**src/rtl/approx_arith_pkg.sv**
```systemverilog
// Shared arithmetic helpers for the exact/approximate arithmetic library:
// segment sizing, borrow type and the single-bit full subtractor.
package approx_arith_pkg;

   typedef logic borrow_t;

   function automatic int seg_w(input int n, input int stages);
      return n / stages;
   endfunction

   // Returns {borrow_out, difference}.
   function automatic logic [1:0] fsub(input logic a, input logic b, input borrow_t bi);
      logic d;
      logic bo;
      d  = a ^ b ^ bi;
      bo = (~a & b) | (~(a ^ b) & bi);
      return {bo, d};
   endfunction

endpackage

```
**src/rtl/sub_seg.sv**
```systemverilog
// Combinational W-bit ripple-borrow subtractor segment: d = a - b - bin.
module sub_seg
   import approx_arith_pkg::*;
#(
   parameter int W = 4
) (
   input  logic [W-1:0] a,
   input  logic [W-1:0] b,
   input  borrow_t      bin,
   output logic [W-1:0] d,
   output borrow_t      bout
);

   always_comb begin
      borrow_t    br;
      logic [1:0] r;
      br = bin;
      r  = '0;
      d  = '0;
      for (int i = 0; i < W; i++) begin
         r    = fsub(a[i], b[i], br);
         d[i] = r[0];
         br   = r[1];
      end
      bout = br;
   end

endmodule

```
**src/rtl/sub12u_pipe.sv**
```systemverilog
// Exact N-bit unsigned subtractor O = A - B with the borrow chain split into
// STAGES registered segments and valid/ready streaming at one result per cycle.
module sub12u_pipe
   import approx_arith_pkg::*;
#(
   parameter int N      = 12,
   parameter int STAGES = 3
) (
   input  logic         clk,
   input  logic         rst,
   input  logic         in_valid,
   output logic         in_ready,
   input  logic [N-1:0] A,
   input  logic [N-1:0] B,
   output logic         out_valid,
   input  logic         out_ready,
   output logic [N:0]   O
);

   localparam int SEG = seg_w(N, STAGES);

   logic [STAGES-1:0] v;
   logic [STAGES-1:0] rdy;
   logic [STAGES-1:0] bor;

   if (N % STAGES != 0) begin : g_bad_cfg
      $error("sub12u_pipe: N must be a multiple of STAGES");
   end

   // A stage may load when it is empty or the stage after it is moving.
   always_comb begin
      logic r;
      r   = out_ready;
      rdy = '0;
      for (int k = STAGES - 1; k >= 0; k--) begin
         r      = ~v[k] | r;
         rdy[k] = r;
      end
   end

   for (genvar k = 0; k < STAGES; k++) begin : g_st
      localparam int LO = k * SEG;
      localparam int RW = N - LO;
      localparam int DW = LO + SEG;

      logic [RW-1:0]  src_a;
      logic [RW-1:0]  src_b;
      logic           src_v;
      borrow_t        src_bin;
      logic [SEG-1:0] seg_d;
      borrow_t        seg_bo;
      logic [DW-1:0]  diff_d;
      logic [DW-1:0]  diff_q;
      logic           v_q;
      borrow_t        bor_q;

      if (k == 0) begin : g_head
         assign src_a   = A;
         assign src_b   = B;
         assign src_v   = in_valid;
         assign src_bin = 1'b0;
         assign diff_d  = seg_d;
      end else begin : g_tail
         assign src_a   = g_st[k-1].g_rem.a_rem_q;
         assign src_b   = g_st[k-1].g_rem.b_rem_q;
         assign src_v   = v[k-1];
         assign src_bin = bor[k-1];
         assign diff_d  = {seg_d, g_st[k-1].diff_q};
      end

      sub_seg #(.W(SEG)) u_seg (
         .a    (src_a[SEG-1:0]),
         .b    (src_b[SEG-1:0]),
         .bin  (src_bin),
         .d    (seg_d),
         .bout (seg_bo)
      );

      // ---- stage k register boundary ----
      always_ff @(posedge clk) begin
         if (rst) begin
            v_q    <= 1'b0;
            bor_q  <= 1'b0;
            diff_q <= '0;
         end else if (rdy[k]) begin
            v_q <= src_v;
            if (src_v) begin
               bor_q  <= seg_bo;
               diff_q <= diff_d;
            end
         end
      end

      // Operand bits not yet consumed travel alongside the partial result.
      if (RW > SEG) begin : g_rem
         logic [RW-SEG-1:0] a_rem_q;
         logic [RW-SEG-1:0] b_rem_q;

         always_ff @(posedge clk) begin
            if (rst) begin
               a_rem_q <= '0;
               b_rem_q <= '0;
            end else if (rdy[k] && src_v) begin
               a_rem_q <= src_a[RW-1:SEG];
               b_rem_q <= src_b[RW-1:SEG];
            end
         end
      end

      assign v[k]   = v_q;
      assign bor[k] = bor_q;
   end

   assign in_ready  = rdy[0];
   assign out_valid = v[STAGES-1];
   assign O         = {bor[STAGES-1], g_st[STAGES-1].diff_q};

endmodule
```
**config.mk**
```make
export PLATFORM = sky130hd
export DESIGN_NAME = sub12u_pipe
export DESIGN_NICKNAME = d
export VERILOG_FILES = /design/src/rtl/approx_arith_pkg.sv /design/src/rtl/sub_seg.sv /design/src/rtl/sub12u_pipe.sv
export SDC_FILE = /design/constraint.sdc
export NUM_CORES = 1
export LEC_CHECK = 0
export CORE_MARGIN = 2
export CORE_UTILIZATION = 52
export CTS_CLUSTER_DIAMETER = 60
export DETAILED_ROUTE_END_ITERATION = 8
export PLACE_DENSITY = 0.86
export SLEW_MARGIN = 25
export SYNTH_ARGS = -nofsm -noshare
export SYNTH_HDL_FRONTEND = slang
export SYNTH_SLANG_ARGS = --single-unit
```
**constraint.sdc**
```tcl
create_clock -name clk -period 2.55 [get_ports clk]
set_input_delay 0.3825 -clock clk [delete_from_list [all_inputs] [get_ports clk]]
set_output_delay 0.3825 -clock clk [all_outputs]
set_load 0.05 [all_outputs]
```
==> flow_summary.json <==
{
  "synth_most_common_cell": "dfxtp_1",
  "num_vias": 1847,
  "cp_common_cell": "fa_1",
  "drtPass1Iterations": 4,
  "ys_ff_latch": 54,
  "critPathMaxFanout": 2,
  "n_antenna_cell": 0,
  "combPwrFrac": 0.152,
  "peakVddDrop_uv": 337.0,
  "ctsHoldBuffers": 0,
  "nFillCells": 394,
  "finish.utilization": 0.6459,
  "crit_path_top_delay_cell": "fa_1",
  "drive_gt1_frac": 0.1027,
  "port_buffers": 42,
  "cts.htree.levels": 2,
  "clockBufferDepth": 2,
  "crit_chain": "inv_1 > fa_1 > inv_1 > fa_1 > fa_1 > inv_1 > fa_1 > nand3_1 > a21oi_1",
  "use_met3": 0.04115,
  "ys_seq_area_frac": 0.4314,
  "syn_nets": 297,
  "rows": 25,
  "dieHeight_um": 73.42,
  "crit_path_max_incr_delay_ns": 0.42,
  "register_area_mm2": 0.001081,
  "dp.cells": 338,
  "synth.area.top_cells": "dfxtp_1 43%, fa_1 8.8%, nand2b_1 8.2%",
  "cts_setup_buffers": 0,
  "layout.nets": 331,
  "clock_sinks": 54,
  "async_flop_share": 0,
  "routed_wl_um": 4460,
  "grtUsageTotal": 0.1819,
  "clock_latency_ns": 0.31,
  "finalHoldViolCount": 0,
  "synth_edf_count": 0,
  "first_global_vias": 1696,
  "p_total_mw": 1.618,
  "ys_types": 24,
  "grt_busiest_layer": "met2",
  "min_period_ns": 2.157,
  "cap_viol_max_count": 0,
  "cts_resized": 0,
  "core_area_mm2": 0.004692,
  "critical-path-top-delay-family": "adder cells",
  "hold_path_class": "reg -> reg",
  "synth_flop_cell": "dfxtp_1",
  "synthTopCellsByCount": "54 x dfxtp_1, 33 x nand2b_1, 27 x a21oi_1",
  "maxSlewHeadroom": 0.6269,
  "syn_avg_cell_area_um2": 9.752,
  "r2r_slack_ns": 0.39,
  "grt_pass1_wl_um": 7652,
  "pin_count": 43,
  "drc_errors": 0,
  "swShare": 0.2595,
  "antenna_found_initial": 0,
  "p_seq_frac": 0.559,
  "finalSetupViolations": 0,
  "p_sw_mw": 0.4199,
  "ant_nets": 0,
  "clkPwrFrac": 0.289,
  "p_leak_nw": 1.179,
  "die_w_um": 73.42,
  "fin_cells": 346,
  "path_buf_inv": 3,
  "endpoint_kind": "register",
  "skew_ns": 0.008507,
  "period_share": 0.8457,
  "rsz0062_at_grt": "false",
  "synth_area_mm2": 0.002506,
  "tns_ns": 0,
  "avgViaCountPerCell": 5.338,
  "synth_largest_area_cell": "dfxtp_1",
  "area_delta_synth_final_pct": 20.92,
  "postSynthCellCount": 257,
  "startpoint_type": "register",
  "status": "completed",
  "use_met2": 0.2983,
  "tightest_slew_ns": 0.5597,
  "drt-initial-drc-count": 81,
  "cts_tree": "done",
  "wl_per_cell_um": 12.89,
  "arrival_ns": 2.35,
  "use_met1": 0.2406,
  "worstPathRequired_ns": 2.74,
  "gp_congestion": 0.8206,
  "clk_root_buffer_cell": "clkbuf_8",
  "fmax_ghz": 0.4637,
  "drv_slew": 0,
  "dp.final_hpwl_um": 3327,
  "initial_utilization": 0.5341,
  "powerDensity_mw_per_mm2": 533.9,
  "grt_max_degree": 29,
  "clk_pin_slew_ns": 0.10,
  "die-area_mm2": 0.005391,
  "yosys_warnings": 0,
  "intPower_mw": 1.198,
  "multi_input_area_mm2": 0.001216,
  "numCtsBuffers": 5,
  "synth_top_area_frac": 0.4314,
  "worst-setup-path-type": "reg -> reg",
  "overflow": 0
}
## state kept, by name, summed over array words and instances, names as in the netlist
name and count:
g_st.g_rem.a_rem_q 12, g_st.g_rem.b_rem_q 12, g_st.bor_q 3, g_st.diff_q 24, out_valid 1, g_st.v_q 2
## cell families after synthesis
kind of cell	share of synthesized area
AND/OR/NAND/NOR	0.1792
AO/OA/AOI/OAI	0.1573
flip-flops	0.4314
buffers and inverters	0.08337
multiplexers	0.05591
adder cells (fa/ha/maj)	0.09286
## power by group through the flow
stage | logic [mW] | clock network, mW | registers (mW)
after global routing | 0.272 | 0.509 | 0.910
after CTS | 0.248 | 0.481 | 0.906
after detailed placement | 0.248 | 0 | 0.925
final | 0.246 | 0.467 | 0.905
after global placement | 0.238 | 0 | 0.923
after floorplan | 0.148 | 0 | 0.936
## per-layer routing
metal | up-vias | share of wire
li1 | 934 | -
met5 | - | 0
met4 | 0 | 0.014
met2 | 39 | 0.48
met1 | 867 | 0.47
met3 | 7 | 0.033
## worst min-delay path, cell delays in order (launching register included)
cell	delay [ns]
dfxtp_1	0.32
nand3_1	0.06
a21oi_1	0.05
## final timing paths
check                  endpoint  depth (start not counted)         startpoint
max          g_st[2].diff_q[11]                          9      g_st[1].bor_q
max reg2reg  g_st[2].diff_q[11]                          9      g_st[1].bor_q
min reg2reg   g_st[2].diff_q[2]                          2  g_st[1].diff_q[2]
min           g_st[2].diff_q[2]                          2  g_st[1].diff_q[2]
## cells in the final DEF, fill, tap and decap left out, types with 3 or more instances in the layout
| master | count |
|---|---|
| dfxtp_1 | 54 |
| clkdlybuf4s50_1 | 40 |
| nand2b_1 | 33 |
| a21oi_1 | 27 |
| inv_1 | 24 |
| nand3_1 | 14 |
| o21ai_0 | 14 |
| nand4b_1 | 14 |
| mux2i_1 | 14 |
| fa_1 | 11 |
| o21ai_2 | 10 |
| buf_4 | 8 |
| a211oi_1 | 6 |
| clkbuf_8 | 5 |
| a21o_1 | 4 |
| a311oi_1 | 3 |
## per-stage QoR
step | hold WS [ns] | cell area [um^2] | setup slack (ns)
floorplan | 0.4435 | 2506 | 0.5450
CTS | 0.4773 | 3030 | 0.3892
finish | 0.4726 | 3030 | 0.3935
global placement | 0.4540 | 2940 | 0.1340
global route | 0.4905 | 3030 | 0.2608
detailed placement | 0.4619 | 2940 | 0.06066
## cell type report
type / count / area share
multi-input combinational: 156 / 0.4013
sequential: 54 / 0.3567
timing repair buffer: 50 / 0.1602
inverter: 24 / 0.02973
clock buffer: 5 / 0.02271
tap: 54 / 0.02230
clock inverter: 3 / 0.007019
(Power assumes the default switching activity.)
